===== src/rtl/accumulator_memory.sv =====
// Shared-bus operand memory and arbiter for the parallel accumulator: a circular
// operand buffer plus a round-robin arbiter that reserves second operands.
module accumulator_memory #(
  parameter int N_PROC = 4,
  parameter int DEPTH  = 32
) (
  input  logic              clk,
  input  logic              reset,
  input  logic [N_PROC-1:0] req,
  output logic [N_PROC-1:0] grant,
  input  logic [1:0]        op,
  output logic [31:0]       read,
  input  logic [31:0]       write,
  output logic              signal,
  input  logic              load_valid,
  input  logic [31:0]       load_data,
  output logic              load_ready,
  input  logic              start,
  output logic              done,
  output logic [31:0]       sum,
  output logic              error
);
  localparam int AW = $clog2(DEPTH);
  localparam int IW = $clog2(N_PROC);
  localparam logic [1:0]  OP_FETCH = 2'b01;
  localparam logic [1:0]  OP_SEND  = 2'b10;
  localparam logic [AW:0] ONE      = (AW+1)'(1);
  localparam logic [AW:0] TWO      = (AW+1)'(2);
  localparam logic [AW:0] FULL     = (AW+1)'(DEPTH);

  typedef enum logic [2:0] {S_LOAD, S_ARB, S_GNT, S_ACK, S_DONE} state_e;

  state_e            state_q, state_d;
  logic [AW-1:0]     head_q, head_d, tail_q, tail_d;
  logic [AW:0]       count_q, count_d, reserved_q, reserved_d;
  logic [1:0]        ph_q [N_PROC];
  logic [1:0]        ph_d [N_PROC];
  logic [IW-1:0]     rr_q, rr_d, gidx_q, gidx_d;
  logic [N_PROC-1:0] grant_q, grant_d;
  logic              signal_q, signal_d, load_ready_q, load_ready_d;
  logic              done_q, done_d, error_q, error_d;
  logic [31:0]       read_q, read_d, sum_q, sum_d;

  logic [31:0]       mem [DEPTH];
  logic              mem_we;
  logic [31:0]       mem_wdata;

  logic [AW:0]       avail;
  logic [N_PROC-1:0] eligible;
  logic              all_idle, pick_found;
  logic [IW-1:0]     pick_idx;
  int                cand;

  // A phase-0 processor is only eligible when two unreserved operands exist,
  // so a first fetch can never strand a processor waiting for its second.
  always_comb begin
    avail      = count_q - reserved_q;
    all_idle   = 1'b1;
    eligible   = '0;
    pick_found = 1'b0;
    pick_idx   = '0;
    cand       = 0;
    for (int i = 0; i < N_PROC; i++) begin
      eligible[i] = req[i] && ((ph_q[i] != 2'd0) || (avail >= TWO));
      if (ph_q[i] != 2'd0) all_idle = 1'b0;
    end
    for (int k = 0; k < N_PROC; k++) begin
      cand = int'(rr_q) + k;
      if (cand >= N_PROC) cand = cand - N_PROC;
      if (!pick_found && eligible[IW'(cand)]) begin
        pick_found = 1'b1;
        pick_idx   = IW'(cand);
      end
    end
  end

  // NOTE: every always_comb output gets a default first, so no path can infer a latch.
  always_comb begin
    state_d    = state_q;
    head_d     = head_q;
    tail_d     = tail_q;
    count_d    = count_q;
    reserved_d = reserved_q;
    ph_d       = ph_q;
    rr_d       = rr_q;
    gidx_d     = gidx_q;
    grant_d    = grant_q;
    signal_d   = signal_q;
    done_d     = done_q;
    error_d    = error_q;
    read_d     = read_q;
    sum_d      = sum_q;
    mem_we     = 1'b0;
    mem_wdata  = write;
    case (state_q)
      S_LOAD: begin
        if (start) begin
          if (count_q <= ONE) begin
            state_d = S_DONE;
            done_d  = 1'b1;
            sum_d   = (count_q == '0) ? '0 : mem[head_q];
          end else begin
            state_d = S_ARB;
          end
        end else if (load_valid && load_ready_q) begin
          mem_we    = 1'b1;
          mem_wdata = load_data;
          tail_d    = tail_q + AW'(1);
          count_d   = count_q + ONE;
        end
      end
      S_ARB: begin
        if (pick_found) begin
          grant_d = N_PROC'(1) << pick_idx;
          gidx_d  = pick_idx;
          state_d = S_GNT;
        end else if (count_q == ONE && reserved_q == '0 && all_idle) begin
          state_d = S_DONE;
          done_d  = 1'b1;
          sum_d   = mem[head_q];
        end
      end
      S_GNT: begin
        if (op == OP_FETCH && ph_q[gidx_q] != 2'd2) begin
          read_d   = mem[head_q];
          head_d   = head_q + AW'(1);
          count_d  = count_q - ONE;
          signal_d = 1'b1;
          state_d  = S_ACK;
          if (ph_q[gidx_q] == 2'd0) begin
            ph_d[gidx_q] = 2'd1;
            reserved_d   = reserved_q + ONE;
          end else begin
            ph_d[gidx_q] = 2'd2;
            reserved_d   = reserved_q - ONE;
          end
        end else if (op == OP_SEND && ph_q[gidx_q] == 2'd2) begin
          mem_we       = 1'b1;
          tail_d       = tail_q + AW'(1);
          count_d      = count_q + ONE;
          signal_d     = 1'b1;
          ph_d[gidx_q] = 2'd0;
          state_d      = S_ACK;
        end else if (op == OP_FETCH || op == OP_SEND) begin
          error_d = 1'b1;
          grant_d = '0;
          state_d = S_ARB;
        end
      end
      S_ACK: begin
        signal_d = 1'b0;
        grant_d  = '0;
        rr_d     = (gidx_q == IW'(N_PROC - 1)) ? '0 : gidx_q + IW'(1);
        state_d  = S_ARB;
      end
      S_DONE:  ;
      default: state_d = S_LOAD;
    endcase
    load_ready_d = (state_d == S_LOAD) && (count_d < FULL);
  end

  // NOTE: sequential state uses non-blocking assignments only.
  always_ff @(posedge clk or negedge reset) begin
    if (!reset) begin
      state_q      <= S_LOAD;
      head_q       <= '0;
      tail_q       <= '0;
      count_q      <= '0;
      reserved_q   <= '0;
      for (int i = 0; i < N_PROC; i++) ph_q[i] <= 2'd0;
      rr_q         <= '0;
      gidx_q       <= '0;
      grant_q      <= '0;
      signal_q     <= 1'b0;
      load_ready_q <= 1'b0;
      done_q       <= 1'b0;
      error_q      <= 1'b0;
      read_q       <= '0;
      sum_q        <= '0;
    end else begin
      state_q      <= state_d;
      head_q       <= head_d;
      tail_q       <= tail_d;
      count_q      <= count_d;
      reserved_q   <= reserved_d;
      ph_q         <= ph_d;
      rr_q         <= rr_d;
      gidx_q       <= gidx_d;
      grant_q      <= grant_d;
      signal_q     <= signal_d;
      load_ready_q <= load_ready_d;
      done_q       <= done_d;
      error_q      <= error_d;
      read_q       <= read_d;
      sum_q        <= sum_d;
    end
  end

  // NOTE: the operand array has no reset; count and pointers alone define valid contents.
  always_ff @(posedge clk) begin
    if (mem_we) mem[tail_q] <= mem_wdata;
  end

  assign grant      = grant_q;
  assign signal     = signal_q;
  assign read       = read_q;
  assign load_ready = load_ready_q;
  assign done       = done_q;
  assign sum        = sum_q;
  assign error      = error_q;

endmodule


===== config.mk =====
export PLATFORM = sky130hd
export DESIGN_NAME = accumulator_memory
export DESIGN_NICKNAME = d
export VERILOG_FILES = /design/src/rtl/accumulator_memory.sv
export SDC_FILE = /design/constraint.sdc
export NUM_CORES = 1
export LEC_CHECK = 0
export BUFFER_PORTS_ARGS = -buffer_cell sky130_fd_sc_hd__buf_2
export CORE_MARGIN = 2
export CORE_UTILIZATION = 35
export DETAILED_ROUTE_END_ITERATION = 7
export HOLD_SLACK_MARGIN = 0.1
export SYNTH_ARGS = -nofsm -noshare
export SYNTH_HDL_FRONTEND = slang
export SYNTH_SLANG_ARGS = --single-unit

===== constraint.sdc =====
create_clock -name clk -period 9.6 [get_ports clk]
set_input_delay 0.96 -clock clk [delete_from_list [all_inputs] [get_ports clk]]
set_output_delay 0.96 -clock clk [all_outputs]
set_load 0.02 [all_outputs]

### Yosys cells after proc, flatten, opt, wreduce, memory -nomap -nowiden

Memory sizes are Yosys's and may differ from the RTL's.
Cells that the tools add are included.

* bits in writable memories: 1024
* word-level logic and storage cells: 210
* output and inout bits: 72
* register bits after elaboration: 109
* input bits: 74
* memories kept: 1

* eq/ne operators: 22
* shift-type cells: 1
* reductions and logical operators: 44
* order comparisons: 13
* add/subtract/negate cells: 15
* bitwise operators: 11
* muxes and demuxes: 85

Memories
* mem: depth 32, width 32, rd ports 1, clocked after memory_dff 0, write ports 1, RTL line 44 `logic [31:0] mem [DEPTH];`

Operator list (count)
* 32-bit two-way mux: 8
* 32-bit case mux with 2 select lines: 1
* 6-bit two-way mux: 5
* 1-bit two-way mux: 28
* 2-bit two-way mux: 12
* 8-bit two-way mux: 3
* 2-bit != test (second input constant): 12
* 3-bit two-way mux: 7
* 5-bit two-way mux: 4
* 2-bit by 4-bit < comparator with 1-bit output (second input constant): 4
* 4-bit two-way mux: 4
* 2-bit nonzero test: 8
* 3-bit case mux with 5 select lines: 1
* 5-bit AND reduction: 3
* 1-bit logical AND: 14
* 6-bit by 1-bit adder with 6-bit output (second input constant): 2
* 3-bit greater-or-equal comparator (second input constant): 4
* 6-bit zero test: 2
* 4-bit case mux with 3 select lines: 1
* 6-bit case mux with 2 select lines: 1
* 6-bit by 1-bit subtractor with 6-bit output (second input constant): 2
* 5-bit by 1-bit adder with 5-bit output (second input constant): 2
* 5-bit case mux with 2 select lines: 1
* 4-bit AND: 2
* other kinds (35): 60

### Longest topological paths before layout

Gate-level depths: netlist (run 1).

* word-level depth: 21
* depth in mapped cells: 13
* depth with buffers taken out: 12

### Least setup slack after synthesis (run 1)

OpenSTA, ideal clock, no wires.

* kind: input-to-reg
* start point: in op[0]
* end point: mem mem[31][0], enable pin
* data required time: 9179 ps
* arrival time: 3488 ps
* setup time: 421 ps
* cell stages on the path: 8
* buffers on the path: 1
* path slack: 5690 ps
* cell sequence: inv_1 > ha_1 > and3b_1 > inv_1 > o22ai_1 > clkbuf_1 > nand2_1 > nor2_1

* word-level cells in the longest chain between the ends: 7
* elaborated cells between the ends (all ways): 9
* classes of those cells: eq/ne: 2; mux: 5; reduce/logical: 2

Ends and longest elaborated chain
* start: declaration: RTL line 11 `input logic [1:0] op,`
* 2-bit equality test: RTL line 137 `end else if (op == OP_SEND && ph_q[gidx_q] == 2'd2) begin`
* 1-bit logical AND: RTL line 137
* 1-bit two-way mux: RTL line 137
* 1-bit two-way mux (*): RTL line 124 `if (op == OP_FETCH && ph_q[gidx_q] != 2'd2) begin`
* 1-bit case mux with 2 select lines (*): RTL line 95 `case (state_q)`
* 1-bit two-way mux (*): RTL line 201 `if (mem_we) mem[tail_q] <= mem_wdata;`
* 1-bit two-way mux (not written as such) (*): RTL line 201
* end: declaration: RTL line 44

Every way passes the cells marked *; elsewhere a longest branch is shown, timed or not.

### Final worst setup path (run 1)

* start point: reg head_q[0]
* end point: reg sum_q[1] (netlist: sum[1])

* word-level cells in the longest chain between the ends: 5
* elaborated cells between the ends (all ways): 7
* classes of those cells: mux: 6; memory: 1

Ends and longest elaborated chain
* start: declaration: RTL line 34 `logic [AW-1:0] head_q, head_d, tail_q, tail_d;`
* start signal: assignment: RTL line 166 `head_q <= '0;`
* start signal: assignment: RTL line 182 `head_q <= head_d;`
* memory 32 x 32 bit (*)
* 32-bit two-way mux: RTL line 101 `sum_d = (count_q == '0) ? '0 : mem[head_q];`
* 32-bit two-way mux: RTL line 98 `if (count_q <= ONE) begin`
* 32-bit two-way mux: RTL line 97 `if (start) begin`
* 32-bit case mux with 2 select lines (*): RTL line 95
* end signal: assignment: RTL line 195 `sum_q <= sum_d;`
* end: declaration: RTL line 42 `logic [31:0] read_q, read_d, sum_q, sum_d;`

Every way passes the cells marked *; elsewhere a longest branch is shown, timed or not. The select of a mux whose other input is x is not followed.
A chain may end at the register's enable or synchronous reset.

==> flow_summary.json, run 1 <==
{
  "coreArea_sq_um": 125900,
  "avgSynthCellArea_sq_um": 21.91,
  "final_nets": 2332,
  "layout.cells.non_filler": 3970,
  "die_h_microns": 360.8,
  "max-cap-violations": 0,
  "crit_type": "register to register",
  "synth_warnings": 0,
  "routedWlPerCell_microns": 27.34,
  "synthCells": 2033,
  "max_freq_mhz": 244.3,
  "synth-edff-count": 1024,
  "rsz0062_at_grt": "false",
  "ir_drop_uv": 190.5,
  "synth_compound_area_frac": 0.01298,
  "syn-num-nets": 2132,
  "syn_to_final_growth_pct": 15.26,
  "fillers": 10950,
  "ys_seq_area_frac": 0.7515,
  "reg2regPathDepth": 6,
  "rows": 130,
  "yosys.area.top_type": "edfxtp_1",
  "hp-class": "input port to async pin",
  "start_kind": "register",
  "diodes": 0,
  "hpwl_mm": 59.70,
  "powerDensity_nw_per_um2": 268.7,
  "setup-violations-final": 0,
  "r2r_slack_ps": 5510,
  "dp.cells": 3773,
  "status": "finished, final reports clean",
  "die_area_sq_um": 130100,
  "pin_count": 146,
  "drive_above_1_share": 0.3483,
  "cts_root_buf": "clkbuf_16",
  "holdBufCountCts": 0,
  "cts_setup_buffers": 0,
  "syn-cell-area_sq_um": 44550,
  "synthSimpleGateAreaFrac": 0.02098,
  "power.leakage_nw": 16.63,
  "drt_iter0_markers": 2357,
  "grt.overflow.total": 0,
  "critical-path-top-delay-family": "multiplexers",
  "dr_total_vias": 21610,
  "seqCellArea_sq_um": 33490,
  "initial_utilization": 0.3538,
  "clkTransAtPathRegs_ps": 60,
  "finalCritPeriodShare": 0.4264,
  "cts_tree": "built",
  "utilization": 0.4078,
  "die_x_microns": 360.8,
  "min_period_ps": 4093,
  "totalWireLength_mm": 108.5,
  "place_congestion": 0.7795,
  "antenna_found_initial": 5,
  "vias_per_cell": 5.443,
  "slew_viol_final": 0,
  "ys_types": 54,
  "rr_startpoint": "head_q[0]",
  "arrival_ps": 4650,
  "synth_xor_area_frac": 0.004494,
  "portBuffers": 145,
  "htree_num_levels": 3,
  "synth_top_area_frac": 0.6903,
  "synthAdderAreaFrac": 0.007359,
  "crit_top_cell": "mux4_2",
  "cts_buffers": 108,
  "drtAntennaViolNets": 0,
  "hold_viol": 0,
  "relSlewSlack": 0.2623,
  "crit_start": "head_q[0]",
  "grt_pass1_wl_mm": 156.3,
  "cts_resized": 0,
  "synthFlopType": "edfxtp_1",
  "synthMuxAreaShare": 0.1911,
  "drt_drc_violations_left": 0,
  "grt_pass1_vias": 22060,
  "cp.required_ps": 10160,
  "fin_skew_ps": 35.70,
  "grt_max_degree": 135,
  "grt_use_total": 0.1653,
  "multiInputGateArea_sq_um": 10820,
  "tightestPinTransition_ps": 1106,
  "cts_max_path_buffers": 3,
  "worstPathCellList": "buf_4 -> mux4_2 -> mux4_2 -> mux2i_1 -> nor2_1 -> mux2_2",
  "r2r_end": "sum[1]",
  "async_flop_share": 0.09620,
  "cp_slowest_cell": "dfrtp_4",
  "path_buf_inv": 1,
  "synthTopCellsByArea": "edfxtp_1 (69%), mux4_2 (16%), dfrtp_1 (6.1%), mux2_2 (1.1%), mux2_4 (0.98%)",
  "synth_seq_cells": 1133,
  "synth_top_family_by_area": "multiplexers",
  "max_stage_delay_ps": 1150,
  "end_kind": "register",
  "cts_sinks": 1133,
  "firstDrtPassIters": 5,
  "crit_fanout": 51,
  "fin_setup_tns_ps": 0,
  "worstSkewPairLatency_ps": 690
}
==> where the power goes <==
group / internal [mW] / switching [mW] / total, mW / leakage [nW]
registers: 5.64 / 0.367 / 6.00 / 10.6
clock network: 2.65 / 1.85 / 4.50 / 1.85
logic: 1.63 / 1.66 / 3.29 / 4.21
total: 9.91 / 3.88 / 13.8 / 16.6
==> sequential cells by signal, summed over array words and instances, names as in the netlist, named ones only <==
| register | cells |
|---|---|
| load_ready | 1 |
| error | 1 |
| signal | 1 |
| tail_q | 5 |
| done | 1 |
| state_q | 3 |
| count_q | 6 |
| reserved_q | 6 |
| sum | 32 |
| rr_q | 2 |
| head_q | 5 |
| mem | 1024 |
| gidx_q | 2 |
| read | 32 |
| grant | 4 |
==> through the flow <==
step                power [mW]  hold slack [ps]  setup slack (ps)  instance area, sq um
global placement         9.379            451.9              5454                 47570
finish                   13.79            266.9              5507                 51350
global route             14.37            270.1              5215                 51350
CTS                      13.94            249.8              5405                 51350
detailed placement       9.452            449.2              5449                 47570
floorplan                8.444            471.4              5690                 44550
==> cells by family (layout without fill, tap and decap cells) <==
kind of cell,after synthesis,in the layout
AOI/OAI and AO/OA,91,91
xor gates and xnor gates,22,22
adders and majority gates,25,25
buffers and inverters,125,412
DFF,1133,1133
muxes,428,428
and+or+nand+nor,209,209
==> worst max-delay path by stage <==
stage | end | slack, ps | cells after the start
floorplan | mem[31][0] | 5690 | 8
global placement | sum[1] | 5450 | 6
detailed placement | sum[1] | 5450 | 6
CTS | sum[1] | 5400 | 6
global route | sum[1] | 5220 | 6
finish | sum[1] | 5510 | 6
==> synth_stat cells, types with 4 or more instances <==
library cell and instances:
a21o_1 4, a21oi_1 13, a22o_1 4, and3_1 7, buf_1 18, buf_2 14
buf_6 4, clkbuf_1 67, dfrtp_1 109, edfxtp_1 1024, ha_1 23, inv_1 22
mux2_2 44, mux2_4 29, mux2i_1 33, mux4_2 322, nand2_1 71, nand3_1 9
nand4_1 6, nor2_1 85, nor4_1 6, o21ai_0 43, o31a_1 4, o31ai_1 4
or4_1 4, xnor2_1 15, xor2_1 6
==> area by class of cell <==
| class | instances | share of cell area |
|---|---|---|
| tap | 1650 | 0.04021 |
| multi-input combinational | 775 | 0.2106 |
| sequential | 1133 | 0.6523 |
| clock inverter | 59 | 0.01625 |
| clock buffer | 138 | 0.05722 |
| inverter | 22 | 0.001608 |
| timing repair buffer | 193 | 0.02176 |
==> placed cells by master, fill, tap and decap left out, types with 4 or more instances in the layout <==
master	synthesis	final
inv_1	22	22
o31ai_1	4	4
nand2_1	71	71
clkinv_2	0	23
mux2_4	29	29
nor4_1	6	6
clkbuf_8	0	8
o21ai_0	43	43
clkinv_1	0	7
nand4_1	6	6
bufinv_16	0	18
xnor2_1	15	15
xor2_1	6	6
mux4_2	322	322
a22o_1	4	4
nand3_1	9	8
buf_4	0	46
a21o_1	4	4
or4_1	4	4
clkbuf_16	0	110
nor2_1	85	52
mux2i_1	33	33
mux2_2	44	44
a21oi_1	13	13
dfrtp_1	109	104
dfrtp_4	0	4
and3_1	7	6
clkbuf_1	67	20
o31a_1	4	4
edfxtp_1	1024	1024
nor2_4	0	33
ha_1	23	23
buf_2	14	144
==> layer usage <==
metal  vias up  share of wire  track usage
met4         0          0.016      0.03364
met3       132          0.068      0.02531
met5         -              0            0
met1     11790           0.43       0.2382
met2       854           0.48       0.2672
li1       8832              -            -
(Power assumes the default switching activity.)
==> run 2: changes to the inputs <==
- clock period: 9.6 -> 3.74 ns (I/O delays scaled with it)
==> flow_summary.json, run 2 (synthesis gave the netlist of run 1 again) <==
{
  "coreArea_sq_um": 125900,
  "layout.cells.most_common": "edfxtp_1",
  "die_area_sq_um": 130100,
  "setup_ws_ps": 238.0,
  "initial_utilization": 0.3538,
  "largest_reg_flops": 1024,
  "seqCellArea_sq_um": 33490,
  "min_path_cells": 4,
  "pin_count": 146,
  "grt_use_total": 0.1646,
  "ir_drop_uv": 507.9,
  "totalWireLength_mm": 107.1,
  "vias_per_cell": 5.355,
  "cts_root_buf": "clkbuf_16",
  "clkTransAtPathRegs_ps": 60,
  "multiInputGateArea_sq_um": 10820,
  "power_mw": 34.75,
  "routedWlPerCell_microns": 26.50,
  "grt_max_degree": 88,
  "syn_to_final_growth_pct": 16.34,
  "die_x_microns": 360.8,
  "min_period_ps": 3502,
  "final_nets": 2402,
  "cts_max_path_buffers": 3,
  "max_freq_mhz": 285.6,
  "htree_num_levels": 3,
  "dr_wl_met2_mm": 52.20,
  "hp-class": "input port to register",
  "drtAntennaViolNets": 0,
  "place_congestion": 0.8147,
  "antenna_found_initial": 0,
  "portBuffers": 145,
  "arrival_ps": 4060,
  "min_to": "error",
  "tightestPinTransition_ps": 1089,
  "fin_skew_ps": 49.35,
  "crit_type": "register to register",
  "cts_tree": "built",
  "cts_resized": 0,
  "met1_length_mm": 46.85,
  "drt_drc_violations_left": 0,
  "drive_above_1_share": 0.3566,
  "die_h_microns": 360.8,
  "met3WireLength_mm": 6.099,
  "firstDrtPassIters": 5,
  "reg2regPathDepth": 11,
  "rr_startpoint": "count_q[0]",
  "fillers": 10940,
  "dp_slack_ps": 231.1,
  "fin_setup_tns_ps": 0,
  "drt_iter0_markers": 2228,
  "start_kind": "register",
  "grt_pass1_vias": 22320,
  "powerDensity_nw_per_um2": 670.6,
  "r2r_slack_ps": 240,
  "hpwl_mm": 64.86,
  "slew_viol_final": 0,
  "rsz0062_at_grt": "false",
  "whs_ps": 162.7,
  "dr_total_vias": 21650,
  "hold_viol": 0,
  "cts_sinks": 1133,
  "largest-register": "mem",
  "cp.required_ps": 4300,
  "finalCritPeriodShare": 0.9364,
  "relSlewSlack": 0.2741,
  "cts_buffers": 111,
  "power.leakage_nw": 16.88,
  "grt_pass1_wl_mm": 156.6,
  "setup-violations-final": 0,
  "status": "finished, final reports clean",
  "worstSkewPairLatency_ps": 700,
  "utilization": 0.4116,
  "top_layer": "met4",
  "rows": 130,
  "max-cap-violations": 0,
  "diodes": 0,
  "hold_start": "op[0]",
  "r2r_end": "sum[28]",
  "crit_fanout": 10,
  "grt.overflow.total": 0,
  "final_cell_mix": "edfxtp_1 (1,024), mux4_2 (322), buf_2 (144)",
  "end_kind": "register"
}
## run 2: cell types whose count changed in the layout (fill, tap and decap cells not counted), sizes merged
cell	previous run	this run
inv	24	26
clkbuf	138	147
clkinvlp	3	5
bufinv	18	6
dlygate4sd3	0	2
buf	193	258
clkinv	36	40
## run 2: cell type report
type | count | share of cell area
flip-flops and latches | 1133 | 0.6463
multi-input cells | 775 | 0.2087
clock buffers | 147 | 0.05717
well taps | 1650 | 0.03984
repair buffers | 260 | 0.03691
clock inverters | 55 | 0.009512
inverters | 22 | 0.001593
## run 2: routing by layer
layer	vias to the layer above	GRT usage
li1	9003	-
met1	11820	0.2337
met2	682	0.2679
met3	143	0.02565
met4	0	0.03700
met5	-	0
## run 2: how the worst max path moves through the flow
stage / endpoint / slack [ps] / start / depth (start not counted)
after floorplan: mem[31][0] / -120 / gidx_q[0] / 7
after global placement: sum[17] / 240 / count_q[0] / 11
after detailed placement: sum[10] / 230 / count_q[0] / 11
after CTS: sum[28] / 250 / count_q[0] / 11
after global routing: sum[28] / 80 / count_q[0] / 11
final: sum[28] / 240 / count_q[0] / 11
## run 2: worst max-delay path, stage by stage (launching register included)
cell     delay, ps
dfrtp_1        440
inv_1          100
ha_1           230
inv_1           70
fa_1           450
or4_1          570
o31a_1         360
nor4_4         300
and3_1         240
o21ai_4        110
buf_4          220
mux2_4         310
## run 2: report_power, final
group	switching [mW]	total (mW)	leakage [nW]	internal, mW
logic	4.62	9.01	4.64	4.39
registers	0.578	15.1	10.6	14.5
clock network	4.71	10.7	1.67	5.98
total	9.90	34.8	16.9	24.9
## run 2: metrics by stage
stage | instances | cell area [sq um]
final | 4042 | 51820
after global routing | 4042 | 51820
after CTS | 4042 | 51820
after detailed placement | 3838 | 48350
after global placement | 3838 | 48350
after floorplan | 2033 | 44550
## run 2: repair_timing
item	in CTS	in global routing
hold endpoints to repair	87	0
setup endpoints to repair	0	0
buffers inserted	0	0
hold buffers	2	0
